File: config.mk
export PLATFORM = sky130hd
export DESIGN_NAME = gray_counter_param_flat
export DESIGN_NICKNAME = d
export VERILOG_FILES = /design/src/rtl/gray_counter_param_if.sv /design/src/rtl/gray_counter_param.sv /design/src/flat_wrapper.sv
export SDC_FILE = /design/constraint.sdc
export NUM_CORES = 1
export LEC_CHECK = 0
export BUFFER_PORTS_ARGS = -buffer_cell sky130_fd_sc_hd__buf_4
export CAP_MARGIN = 40
export CORE_AREA = 2 2 39 41
export CTS_CLUSTER_SIZE = 8
export DETAILED_ROUTE_END_ITERATION = 10
export DIE_AREA = 0 0 41 43
export HOLD_SLACK_MARGIN = 0.03
export PLACE_DENSITY = 0.77
export SYNTH_ARGS = -nofsm -noshare
export SYNTH_HDL_FRONTEND = slang
export SYNTH_SLANG_ARGS = --single-unit
File: constraint.sdc
create_clock -name clk -period 3.7 [get_ports clk]
set_input_delay 0.185 -clock clk [delete_from_list [all_inputs] [get_ports clk]]
set_output_delay 0.185 -clock clk [all_outputs]
set_load 0.1 [all_outputs]
File: src/rtl/gray_counter_param_if.sv
// Control and status bundle for the parametrised Gray counter.
// The master drives the controls; the slave is the counter itself.
interface gray_counter_param_if #(
  parameter int unsigned WIDTH = 4
);
  logic             en;
  logic             up_dn;
  logic             load;
  logic [WIDTH-1:0] load_gray;
  logic [WIDTH-1:0] count;
  logic [WIDTH-1:0] bin;
  logic             tc;
  logic             wrap;

  modport master (
    output en,
    output up_dn,
    output load,
    output load_gray,
    input  count,
    input  bin,
    input  tc,
    input  wrap
  );

  modport slave (
    input  en,
    input  up_dn,
    input  load,
    input  load_gray,
    output count,
    output bin,
    output tc,
    output wrap
  );
endinterface

File: src/rtl/gray_counter_param.sv
// Up/down Gray counter with load, wrap/saturate mode,
// terminal count and a registered wrap pulse.
module gray_counter_param #(
  parameter int unsigned WIDTH    = 4,
  parameter bit          SATURATE = 1'b0,
  parameter int unsigned RST_BIN  = 0
) (
  input  logic                clk,
  input  logic                rst,
  gray_counter_param_if.slave io
);

  localparam logic [WIDTH-1:0] RST_B = WIDTH'(RST_BIN);
  localparam logic [WIDTH-1:0] RST_G = RST_B ^ (RST_B >> 1);
  localparam logic [WIDTH-1:0] MAX   = '1;
  localparam logic [WIDTH-1:0] ZERO  = '0;
  localparam logic [WIDTH-1:0] ONE   = WIDTH'(1);

  logic [WIDTH-1:0] b_q, b_d;
  logic [WIDTH-1:0] gray_q, gray_d;
  logic             wrap_q, wrap_d;
  logic [WIDTH-1:0] load_bin;
  logic             at_end;
  logic             tc;

  // Bit i of the binary value is the XOR of all Gray bits at or above i.
  always_comb begin
    load_bin = '0;
    for (int i = 0; i < int'(WIDTH); i++) begin
      load_bin[i] = ^(io.load_gray >> i);
    end
  end

  always_comb begin
    at_end = io.up_dn ? (b_q == MAX)
                      : (b_q == ZERO);
    tc = io.en & ~io.load & at_end;
  end

  always_comb begin
    b_d    = b_q;
    wrap_d = 1'b0;
    unique case (1'b1)
      io.load: begin
        b_d = load_bin;
      end
      (~io.load & io.en): begin
        if (tc && SATURATE) begin
          b_d = b_q;
        end else if (io.up_dn) begin
          b_d = b_q + ONE;
        end else begin
          b_d = b_q - ONE;
        end
        wrap_d = tc & ~SATURATE;
      end
      default: begin
        b_d = b_q;
      end
    endcase
    gray_d = b_d ^ (b_d >> 1);
  end

  // Gray and binary views share one edge so they never disagree.
  always_ff @(posedge clk or negedge rst) begin
    if (!rst) begin
      b_q    <= RST_B;
      gray_q <= RST_G;
      wrap_q <= 1'b0;
    end else begin
      b_q    <= b_d;
      gray_q <= gray_d;
      wrap_q <= wrap_d;
    end
  end

  assign io.count = gray_q;
  assign io.bin   = b_q;
  assign io.tc    = tc;
  assign io.wrap  = wrap_q;

endmodule

File: src/flat_wrapper.sv
// flat-port wrapper written by rule: the top's interface ports become plain ports
module gray_counter_param_flat 
#(
  parameter int unsigned WIDTH    = 4,
  parameter bit          SATURATE = 1'b0,
  parameter int unsigned RST_BIN  = 0
)
  (clk, rst, io_en, io_up_dn, io_load, io_load_gray, io_count, io_bin, io_tc, io_wrap);
  gray_counter_param_if #(.WIDTH(WIDTH)) io_i ();
  input  logic clk;
  input  logic rst;
  input wire logic [$bits(io_i.en)-1:0] io_en;
  input wire logic [$bits(io_i.up_dn)-1:0] io_up_dn;
  input wire logic [$bits(io_i.load)-1:0] io_load;
  input wire logic [$bits(io_i.load_gray)-1:0] io_load_gray;
  output wire logic [$bits(io_i.count)-1:0] io_count;
  output wire logic [$bits(io_i.bin)-1:0] io_bin;
  output wire logic [$bits(io_i.tc)-1:0] io_tc;
  output wire logic [$bits(io_i.wrap)-1:0] io_wrap;
  assign io_i.en = io_en;
  assign io_i.up_dn = io_up_dn;
  assign io_i.load = io_load;
  assign io_i.load_gray = io_load_gray;
  assign io_count = io_i.count;
  assign io_bin = io_i.bin;
  assign io_tc = io_i.tc;
  assign io_wrap = io_i.wrap;
  gray_counter_param #(.WIDTH(WIDTH), .SATURATE(SATURATE), .RST_BIN(RST_BIN)) u_core (.clk(clk), .rst(rst), .io(io_i));
endmodule
Word-level counts from Yosys, hierarchy flattened:

Index checks and enable logic that the tools add are counted.

* bits in registers: 9
* bits of input ports: 9

* add/sub/neg operators: 2
* eq/ne operators: 1
* muxes and demuxes: 4
* bitwise operators: 4
* reduce and logical (&&, ||, !) cells: 5

Operators by type and width (number)
* $reduce_xor 4->1: 4
* $pmux 4 s2: 1
* $add 4x1->4 const B: 1
* $eq 4x4->1 const B: 1
* $logic_not 4->1: 1
* $mux 4: 1
* $sub 4x1->4 const B: 1
* $xor 4x3->4: 1
* $and 1x1->1: 2
* $mux 1: 2
* $not 1->1: 1

Depth between registers and ports, before layout:

Gate-level depths: netlist of the first run.

* depth in word-level cells: 4
* mapped depth: 6
* gate-level depth less buffers: 6

Least setup slack after synthesis of the first run:

No wires, ideal clock.

* kind: register to register
* start point: register u_core.b_q[1], in the netlist u_core.io.bin[1]
* end point: register u_core.wrap_q, in the netlist u_core.io.wrap
* setup time: 0.358 ns
* arrival time: 3.598 ns
* data required time: 3.342 ns
* slack: -0.256 ns
* stages on the path, launching flop included: 5
* path through: dfrtp_1 inv_1 nor2_1 a21oi_1 nor3b_1

* longest elaborated chain between the ends: 4
* elaborated cells on any way between the ends: 5
* classes of those cells: eq/ne: 1; mux: 2; bitwise: 1; reduce/logical: 1

Ends and longest elaborated chain
* start, declared: line gray_counter_param.sv:19 `logic [WIDTH-1:0] b_q, b_d;`
* start signal, assigned: line gray_counter_param.sv:67 `b_q <= RST_B;`
* start signal, assigned: line gray_counter_param.sv:71 `b_q <= b_d;`
* $eq 4x4->1 or $logic_not 4->1 (tied branches): line gray_counter_param.sv:35, gray_counter_param.sv:36
* $mux 1 (*): line gray_counter_param.sv:35 `at_end = io.up_dn ? (b_q == MAX)`
* $and 1x1->1 (*): line gray_counter_param.sv:37 `tc = io.en & ~io.load & at_end;`
* via io_tc: line flat_wrapper.sv:18 `output wire logic [$bits(io_i.tc)-1:0] io_tc;`
* $mux 1 (*): line gray_counter_param.sv:43 `unique case (1'b1)`
* end signal, assigned: line gray_counter_param.sv:73 `wrap_q <= wrap_d;`
* end, declared: line gray_counter_param.sv:21 `logic wrap_q, wrap_d;`

Mark *: on every way through the listed nets, which the timed path passes. The rest lies on a longest branch.

Final worst setup path of the first run:

* start point: register u_core.b_q[0], in the netlist u_core.io.bin[0]
* end point: output io_tc

* longest elaborated chain between the ends: 3
* elaborated cells on any way between the ends: 4
* classes of those cells: eq/ne: 1; mux: 1; bitwise: 1; reduce/logical: 1

Ends and longest elaborated chain (line)
* $eq 4x4->1 or $logic_not 4->1 (tied branches): gray_counter_param.sv:35, gray_counter_param.sv:36
* $mux 1 (*): gray_counter_param.sv:35
* $and 1x1->1 (*): gray_counter_param.sv:37
* end, declared: flat_wrapper.sv:18

Every way passes the cells marked *; elsewhere a longest branch is shown, timed or not.

==> results of run 1 <==
worst max path at each step:
| stage | start | end | slack [ns] |
|---|---|---|---|
| global placement | u_core.io.bin[0]$_DFF_PN0_ | u_core.io.count[2]$_DFF_PN0_ | 1.98 |
| CTS | u_core.io.bin[0]$_DFF_PN0_ | io_tc | 1.72 |
| floorplan | u_core.io.bin[1]$_DFF_PN0_ | u_core.io.wrap$_DFF_PN0_ | 0.85 |
| global route | u_core.io.bin[0]$_DFF_PN0_ | io_tc | 1.65 |
| finish | u_core.io.bin[0]$_DFF_PN0_ | io_tc | 1.67 |
| detailed placement | u_core.io.bin[0]$_DFF_PN0_ | u_core.io.count[2]$_DFF_PN0_ | 1.87 |
per-layer routing:
layer	GRT usage [%]	routed length, microns	vias to the layer above
li1	-	-	235
met1	19.0	512	244
met2	29.4	644	30
met3	3.14	97	6
met4	10.0	34	0
met5	0	0	-
registers in the layout, summed over array words and instances, names as in the netlist:
register and count:
u_core.io.bin 4, u_core.io.count 3, u_core.io.wrap 1
stage by stage:
step / setup slack, ns / util [%] / area (sq um) / power [mW]
after floorplan: 0.848 / - / 553 / 0.420
after global placement: 1.98 / 49.8 / 689 / 0.486
after detailed placement: 1.87 / 49.8 / 689 / 0.494
after CTS: 1.72 / 52.2 / 722 / 0.563
after global routing: 1.65 / 52.2 / 722 / 0.588
final: 1.67 / 52.2 / 722 / 0.562
placed cells by master (no fill, tap or decap), types with 2 or more instances in the layout:
| master | instances |
|---|---|
| nand2_1 | 5 |
| xor2_1 | 2 |
| mux2i_1 | 2 |
| o21ai_0 | 3 |
| buf_4 | 18 |
| nor2_1 | 2 |
| dfrtp_1 | 8 |
| a21oi_1 | 3 |
| xnor2_1 | 6 |
| inv_1 | 3 |
| o21ai_1 | 2 |
| ha_1 | 2 |
| clkbuf_4 | 3 |
worst max-delay path: stages, from the launching register on:
cell	delay [ns]
dfrtp_1	0.46
nor4_1	0.37
a21oi_1	0.15
nor3b_2	0.27
buf_4	0.34
cell families after synthesis:
logic type | count (synthesis)
simple gates | 17
compound gates | 12
xor+xnor | 8
flops | 8
buf+inv | 6
fa+ha+maj | 3
mux | 2
final cells by class:
| class | count | area (sq um) |
|---|---|---|
| fillers | 118 | 662 |
| multi-input cells | 42 | 323 |
| flip-flops and latches | 8 | 200 |
| repair buffers | 19 | 145 |
| clock buffers | 3 | 22.5 |
| well taps | 16 | 20.0 |
| inverters | 3 | 11.3 |
power groups by stage:
stage / Clock, mW / Sequential, mW / Combinational (mW)
final: 0.0689 / 0.133 / 0.360
after global routing: 0.0754 / 0.137 / 0.376
after global placement: 0 / 0.133 / 0.353
after detailed placement: 0 / 0.135 / 0.359
after floorplan: 0 / 0.300 / 0.120
after CTS: 0.0686 / 0.133 / 0.361
==> summary.txt, run 1 <==
Power and ir drop
  – Internal power: 0.239 mW
  – Peak supply drop: 217 uV
  – LEAKAGE: 0.332 nW
  – Power per Cell Area: 779 nW/um^2
  – Sw Share: 57.5%
  – Logic pwr share: 64.1%
  – Sw Pwr: 0.323 mW
  – Clk network pwr share: 12.3%
  – Sequential group share of total power: 23.7%

Place
  – Placed Cells: 87
  – Port buffer count: 18
  – Placer congestion estimate: 0.721
  – DP HPWL: 1020 microns

Clock network
  – CTS tree: built
  – Num CTS Buffers: 3
  – Clock-pin slew on the worst setup and hold paths: 0.06 ns
  – Clock Sinks: 8
  – CTS resizes: 0
  – Later-pin clock latency in the skew report: 0.26 ns
  – Root Driver: clkbuf_4
  – Max Root-Sink Buffers: 2
  – H-tree levels: 1
  – Setup bufs post-CTS: 0
  – CTS Hold Bufs: 1

Synth
  – Largest area contributor in the netlist: dfrtp_1
  – Yosys cell types: 27
  – Most frequent cell after synthesis: dfrtp_1
  – Syn. warnings: 0
  – Mean Syn Cell Area: 9.79 sq um
  – Asr flop ratio synth: 100%
  – Post-Syn Instances: 56
  – Seq/Total Area, Yosys: 36.5%
  – Area share of the largest cell type after synthesis: 36.5%
  – Simple-gate portion of the synthesized area: 18.9%
  – Syn Nets: 68
  – Synth cell count leaders: dfrtp_1 (8), xnor2_1 (6), nand2_1 (5)
  – Mux share of post-synthesis cell area: 3.65%
  – #FFs+latches synth: 8
  – Largest family of logic cells by synthesized area: simple AND/OR/NAND/NOR gates
  – Synth Flop Type: dfrtp_1
  – Cells taking the most area after synthesis: dfrtp_1 (37%), xnor2_1 (9.6%), ha_1 (4.6%)
  – Number of enable flip-flop cells after synthesis: 0
  – Synth Area in Adders: 8.22%
  – Synth Cell Area: 548 sq um
  – Synth Area in Compound Gates: 14.4%
  – Post-synthesis xor/xnor area fraction: 12.8%

Die
  – Full die area: 1760 sq um
  – Height of the die: 43 microns
  – Starting Density: 39.6%
  – Die Span X: 41 microns
  – Core ar.: 1380 sq um
  – Row Count: 14
  – Total I/O pin count: 19

STA
  – Final Max Tran Viols: 0
  – Slew headroom: 77.9%
  – WHS: 0.152 ns
  – Clock Skew: 0.00286 ns
  – Worst-Margin Slew: 0.328 ns
  – F_max: 0.492 GHz
  – Final setup violation count: 0
  – Setup TNS: 0 ns
  – Hold Violations, Final: 0
  – RSZ-0062 raised after global routing: no
  – Final Cycle Share: 55.0%
  – Fin crit period: 2.03 ns

Finish
  – Total Nets Final: 89
  – Area growth syn-to-layout: 31.7%
  – Diodes inserted: 0
  – Fin cells: 91
  – Share of layout cells above drive strength 1: 32.0%

Min path
  – Worst Hold Launch: io_load_gray[1]
  – Cell count of the worst hold path: 3
  – Hold path endpoint: u_core.io.count[1]$_DFF_PN0_
  – HP Class: input port to register

Route
  – DR WL/cell: 14.2 microns
  – Routed via count: 515
  – Drt total wl: 1290 microns
  – Pre-Repair DR Iteration Count: 4
  – Drt via density: 5.66
  – DRC: 0
  – Initial DRC Count: 20
  – Routed Antenna Nets: 0

Global route
  – Largest net degree at the start of global routing: 17
  – Initial antenna violation count: 0
  – First-pass GRT wire length: 2070 microns
  – Number of global-route vias before repair: 472
  – GRT Resource Usage Total: 17.5%
  – GR Overflow Total: 0

Worst setup path
  – Worst R2R Start: u_core.io.bin[0]$_DFF_PN0_
  – R2r endpoint: u_core.io.count[2]$_DFF_PN0_
  – Crit start category: register
  – R2R depth: 6
  – CP Capture Type: primary output
  – Internal reg-to-reg setup slack: 1.85 ns
  – Critical path type: register to primary output
  – Crit path DAT: 1.85 ns
  – Worst Path Max Fanout: 7
  – Worst path required time: 3.51 ns

Status
  – Status: finished clean

Job
  – Max-cap violations: 0
No activity file was read; power rests on OpenSTA's default activity.
==> run 2: changes to the inputs <==
ABC_AREA = 1   (was unset)
CORE_AREA = unset   (was 2 2 39 41)
CORE_MARGIN = 2   (was unset)
CORE_UTILIZATION = 45   (was unset)
DIE_AREA = unset   (was 0 0 41 43)
PLACE_DENSITY = 0.81   (was 0.77)
clock period = 1.95 ns   (was 3.7 ns; I/O delays follow)
==> summary.txt, run 2 <==
Place
  – Placer congestion estimate: 0.812
  – Placed Cells: 120
  – Port buffer count: 18
  – Placement Cell Area: 751 sq um
  – DP HPWL: 1050 microns

Min path
  – HP Class: input port to register
  – Worst Hold Launch: io_en
  – Cell count of the worst hold path: 3
  – Hold path endpoint: u_core.io.wrap$_DFF_PN0_

STA
  – F_max: 0.629 GHz
  – WHS: 0.174 ns
  – Final setup violation count: 0
  – Slew headroom: 81.5%
  – Final Cycle Share: 81.5%
  – Setup TNS: 0 ns
  – Worst-Margin Slew: 0.279 ns
  – Hold Violations, Final: 0
  – RSZ-0062 raised after global routing: no
  – Clock Skew: 0.0132 ns
  – Fin crit period: 1.59 ns
  – Final Max Tran Viols: 0

Route
  – Drt via density: 4.70
  – DR WL/cell: 9.67 microns
  – DRC: 0
  – Initial DRC Count: 6
  – Routed Antenna Nets: 0
  – Routed via count: 588
  – Drt total wl: 1210 microns
  – Pre-Repair DR Iteration Count: 4

Finish
  – Total Nets Final: 123
  – Share of layout cells above drive strength 1: 34.5%
  – Final Cell Area: 787 sq um
  – Commonest cells after routing, fill and taps aside: nand2_1 (36), buf_4 (18), inv_1 (10)
  – Area growth syn-to-layout: 33.8%
  – Fin cells: 125
  – Flip-flop and latch area: 205 sq um
  – Most common cell after layout, fill and taps aside: nand2_1
  – FILL cells: 108
  – Area of the multi-input gates: 333 sq um
  – Diodes inserted: 0
  – Number of flip-flops in the largest register: 4

Synth
  – Seq/Total Area, Yosys: 34.0%
  – Cells taking the most area after synthesis: dfrtp_1 (34%), nand2_1 (23%), inv_1 (6.4%)
  – Synth cell count leaders: nand2_1 (36), inv_1 (10), dfrtp_1 (8)
  – Post-synthesis xor/xnor area fraction: 0%
  – Largest family of logic cells by synthesized area: simple AND/OR/NAND/NOR gates
  – Asr flop ratio synth: 100%
  – Synth Area in Compound Gates: 2.98%
  – Syn. warnings: 0
  – Post-Syn Instances: 88
  – Synth Area in Adders: 7.66%
  – Number of enable flip-flop cells after synthesis: 0
  – Yosys cell types: 19
  – Area share of the largest cell type after synthesis: 34.0%
  – Synth Cell Area: 588 sq um
  – Mux share of post-synthesis cell area: 0%
  – #FFs+latches synth: 8
  – Synth Flop Type: dfrtp_1
  – Largest area contributor in the netlist: dfrtp_1
  – Syn Nets: 100
  – Most frequent cell after synthesis: nand2_1
  – Simple-gate portion of the synthesized area: 44.0%
  – Mean Syn Cell Area: 6.68 sq um

Clock network
  – H-tree levels: 1
  – CTS Hold Bufs: 1
  – Setup bufs post-CTS: 0
  – Max Root-Sink Buffers: 2
  – CTS tree: built
  – Num CTS Buffers: 3
  – Root Driver: clkbuf_4
  – Clock-pin slew on the worst setup and hold paths: 0.06 ns
  – Later-pin clock latency in the skew report: 0.26 ns
  – CTS resizes: 0
  – Clock Sinks: 8

Worst setup path
  – R2R depth: 8
  – Crit path max-delay cell type: dfrtp_2
  – Delay-heaviest family, CP: buffers and inverters
  – CP bufs+invs: 2
  – Worst path required time: 1.85 ns
  – CP Cell Sequence: inv_1, nor3_1, nand2_1, a21oi_4, buf_4
  – Crit-path max cell delay: 0.37 ns
  – Worst Path Max Fanout: 5
  – Worst R2R Start: u_core.io.bin[1]$_DFF_PN0_
  – R2r endpoint: u_core.io.count[0]$_DFF_PN0_
  – Critical path type: register to primary output
  – Crit start category: register
  – Critical path depth in cells: 5
  – Crit path DAT: 1.49 ns
  – Internal reg-to-reg setup slack: 0.41 ns
  – CP Capture Type: primary output

Global route
  – Gr busiest metal: met2
  – Initial antenna violation count: 0
  – Met1 GRT Util: 18.4%
  – Grt met3 use: 3.89%
  – First-pass GRT wire length: 1900 microns
  – Number of global-route vias before repair: 516
  – GRT Resource Usage Total: 17.6%
  – GR Util met2: 33.1%
  – Largest net degree at the start of global routing: 9
  – GR Overflow Total: 0

Die
  – Core ar.: 1250 sq um
  – Total I/O pin count: 19
  – Full die area: 1610 sq um
  – Row Count: 13
  – Starting Density: 47.0%
  – Height of the die: 40.2 microns
  – Die Span X: 40.2 microns

Status
  – Status: finished clean

Job
  – Max-cap violations: 0

Power and ir drop
  – Power per Cell Area: 1110 nW/um^2
  – Peak supply drop: 601 uV
  – Pwr Total: 0.873 mW
  – LEAKAGE: 0.455 nW
-- run 2: cell types whose count changed after synthesis, moves of 3 or more --
cell / delta
o21ai_0: -3
nor2_1: +3
inv_2: +4
nand2_1: +31
xnor2_1: -6
inv_1: +7
nand3_1: +6
nand2_2: +5
-- run 2: kinds of logic after synthesis --
logic type               after synthesis
AO/OA/AOI/OAI                          3
adder cells (fa/ha/maj)                3
buffers and inverters                 16
flip-flops                             8
AND/OR/NAND/NOR                       58
-- run 2: how the worst max path moves through the flow --
| stage | slack, ns | from | to |
|---|---|---|---|
| global placement | 0.44 | u_core.io.bin[1]$_DFF_PN0_ | u_core.io.count[1]$_DFF_PN0_ |
| global route | 0.26 | u_core.io.bin[0]$_DFF_PN0_ | io_tc |
| finish | 0.36 | u_core.io.bin[0]$_DFF_PN0_ | io_tc |
| floorplan | -0.01 | u_core.io.bin[0]$_DFF_PN0_ | u_core.io.wrap$_DFF_PN0_ |
| CTS | 0.34 | u_core.io.bin[0]$_DFF_PN0_ | io_tc |
| detailed placement | 0.42 | u_core.io.bin[0]$_DFF_PN0_ | u_core.io.count[2]$_DFF_PN0_ |
-- run 2: through the flow --
step	setup slack [ns]	util, %
6_report	0.360	62.8
3_5_place_dp	0.417	59.9
3_3_place_gp	0.442	59.9
4_1_cts	0.340	62.8
5_1_grt	0.263	62.8
2_1_floorplan	-0.00962	-
-- run 2: cell type report --
type,instances,area share (%)
Tap cell,15,2.38
Multi-Input combinational cell,64,42.3
Timing Repair Buffer,19,18.4
Sequential cell,8,26.1
Inverter,15,7.47
Clock buffer,4,3.34
-- run 2: routing by layer --
metal	routed length [microns]	vias to the layer above
li1	-	312
met1	535	264
met2	644	12
met3	29	0
met4	0	0
met5	0	-
-- run 2: worst reg2reg max path: stages (launching register included) --
cell	delay [ns]
dfrtp_2	0.41
inv_1	0.15
fa_1	0.46
nand2_2	0.08
nand2_1	0.06
inv_2	0.07
nand2_4	0.06
nand2_1	0.07
nand2_1	0.05
-- run 2: power breakdown --
group	internal [mW]	switching, mW
clock network	0.0784	0.0584
registers	0.200	0.0207
logic	0.119	0.397
total	0.397	0.476
==> run 3: changes to the inputs <==
ABC_AREA = 0   (was 1)
CORE_AREA = 2 2 39 41   (was unset)
CORE_MARGIN = unset   (was 2)
CORE_UTILIZATION = unset   (was 45)
DIE_AREA = 0 0 41 43   (was unset)
PLACE_DENSITY = 0.77   (was 0.81)
clock period = 1.7 ns   (was 1.95 ns; I/O delays follow)
==> summary.txt, run 3 (same netlist as run 1, synthesis figures left out) <==
Power and ir drop
  – Clk network pwr share: 11.8%
  – Logic pwr share: 66.6%
  – LEAKAGE: 0.373 nW
  – Pwr Total: 1.37 mW
  – Power per Cell Area: 1590 nW/um^2
  – Internal power: 0.621 mW
  – Sequential group share of total power: 21.6%
  – Sw Share: 54.6%
  – Sw Pwr: 0.746 mW
  – Peak supply drop: 600 uV

Route
  – DRC: 0
  – Routed Antenna Nets: 0
  – Initial DRC Count: 11
  – Pre-Repair DR Iteration Count: 4
  – Drt total wl: 1350 microns
  – Drt via density: 5.15
  – Routed via count: 510
  – DR WL/cell: 13.6 microns

Status
  – Failing checks: setup timing
  – Status: complete, but fails checks

Finish
  – Final Cell Area: 858 sq um
  – Diodes inserted: 0
  – FILL cells: 115
  – Flip-flop and latch area: 213 sq um
  – Area growth syn-to-layout: 56.6%
  – Core utilization of the finished layout: 62.0%
  – Total Nets Final: 96
  – Share of layout cells above drive strength 1: 50.6%
  – Fin cells: 99
  – Number of flip-flops in the largest register: 4
  – Commonest cells after routing, fill and taps aside: buf_4 (23), xnor2_1 (6), nand2_1 (5)
  – Most common cell after layout, fill and taps aside: buf_4
  – Area of the multi-input gates: 374 sq um

Place
  – DP HPWL: 997 microns
  – Placement Cell Area: 736 sq um
  – Port buffer count: 18
  – Placed Cells: 89
  – Placer congestion estimate: 0.773

Die
  – Row Count: 14
  – Die Span X: 41 microns
  – Full die area: 1760 sq um
  – Total I/O pin count: 19
  – Height of the die: 43 microns
  – Core ar.: 1380 sq um
  – Starting Density: 39.6%

STA
  – F_max: 0.562 GHz
  – Clock Skew: 0.0136 ns
  – Fin worst setup slack: -0.0802 ns
  – Final Cycle Share: 105%
  – Worst-Margin Slew: 0.335 ns
  – Slew headroom: 77.4%
  – Hold Violations, Final: 0
  – Fin crit period: 1.78 ns
  – Final Max Tran Viols: 0
  – Final setup violation count: 3
  – RSZ-0062 raised after global routing: yes

Global route
  – Number of global-route vias before repair: 431
  – Initial antenna violation count: 0
  – Largest net degree at the start of global routing: 17
  – First-pass GRT wire length: 2040 microns
  – GRT Resource Usage Total: 18.8%
  – GR Overflow Total: 0

Clock network
  – Max Root-Sink Buffers: 2
  – Num CTS Buffers: 3
  – Later-pin clock latency in the skew report: 0.26 ns
  – Root Driver: clkbuf_4
  – CTS tree: built
  – H-tree levels: 1
  – Clock-pin slew on the worst setup and hold paths: 0.06 ns
  – Clock Sinks: 8

Worst setup path
  – Worst path required time: 1.62 ns
  – CP Capture Type: primary output
  – R2R depth: 5
  – Worst Path Max Fanout: 4
  – Crit path DAT: 1.70 ns
  – Worst R2R Start: u_core.io.bin[1]$_DFF_PN0_
  – Internal reg-to-reg setup slack: -0.03 ns
  – Critical path type: register to primary output
  – R2r endpoint: u_core.io.count[2]$_DFF_PN0_
  – Crit start category: register

Min path
  – HP Class: input port to register
  – Hold path endpoint: u_core.io.count[0]$_DFF_PN0_
  – Worst Hold Launch: io_load_gray[0]
  – Cell count of the worst hold path: 3

Job
  – Max-cap violations: 0
## run 3: critical path: stages, from the launching register on
cell,delay (ns)
dfrtp_4,0.48
buf_6,0.13
nor4_4,0.26
a21oi_2,0.11
nor3b_4,0.24
buf_12,0.21
## run 3: per-stage QoR
stage | hold slack [ns] | setup slack (ns) | TNS, ns
2_1_floorplan | -0.211 | -0.436 | -1.29
3_3_place_gp | -0.0930 | 0.0401 | 0
3_5_place_dp | -0.0887 | -0.0372 | -0.0372
4_1_cts | 0.0454 | -0.0752 | -0.0752
5_1_grt | 0.0614 | -0.137 | -0.375
6_report | 0.0478 | -0.0802 | -0.129
## run 3: layout make-up
cell class	count	share of cell area, %
multi-input cells	42	43.6
repair buffers	26	24.9
flip-flops and latches	8	24.8
clock buffers	4	3.06
well taps	16	2.33
inverters	3	1.31
## run 3: what timing repair did
action | in CTS | in global routing
hold endpoints to repair | 8 | 0
hold buffers | 1 | 0
buffers inserted | 4 | 1
gates resized for setup | 10 | 1
setup endpoints to repair | 2 | 4
pin swaps | 3 | 1
## run 3: worst max-delay path by stage
| stage | endpoint | start | cells past startpoint | slack (ns) |
|---|---|---|---|---|
| global placement | u_core.io.count[2]$_DFF_PN0_ | u_core.io.bin[1]$_DFF_PN0_ | 6 | 0.04 |
| CTS | io_tc | u_core.io.bin[0]$_DFF_PN0_ | 5 | -0.08 |
| finish | io_tc | u_core.io.bin[0]$_DFF_PN0_ | 5 | -0.08 |
| floorplan | u_core.io.wrap$_DFF_PN0_ | u_core.io.bin[0]$_DFF_PN0_ | 3 | -0.44 |
| global route | io_tc | u_core.io.bin[0]$_DFF_PN0_ | 5 | -0.14 |
| detailed placement | u_core.io.count[2]$_DFF_PN0_ | u_core.io.bin[1]$_DFF_PN0_ | 6 | -0.04 |
## run 3: power by group through the flow
| stage | clock, mW | combinational, mW | sequential [mW] |
|---|---|---|---|
| 2_1_floorplan | 0 | 0.275 | 0.672 |
| 5_1_grt | 0.173 | 0.965 | 0.303 |
| 3_5_place_dp | 0 | 0.833 | 0.295 |
| 6_report | 0.161 | 0.910 | 0.296 |
| 4_1_cts | 0.164 | 0.901 | 0.296 |
| 3_3_place_gp | 0 | 0.817 | 0.293 |
## run 3: metal layers
layer / up-vias / track usage (%) / wire, microns / part of all wire, %
met5: - / 0 / 0 / 0
met3: 4 / 4.71 / 80 / 5.9
met2: 17 / 28.7 / 688 / 51
met1: 239 / 22.1 / 546 / 40
met4: 0 / 12.0 / 34 / 2.5
li1: 250 / - / - / -
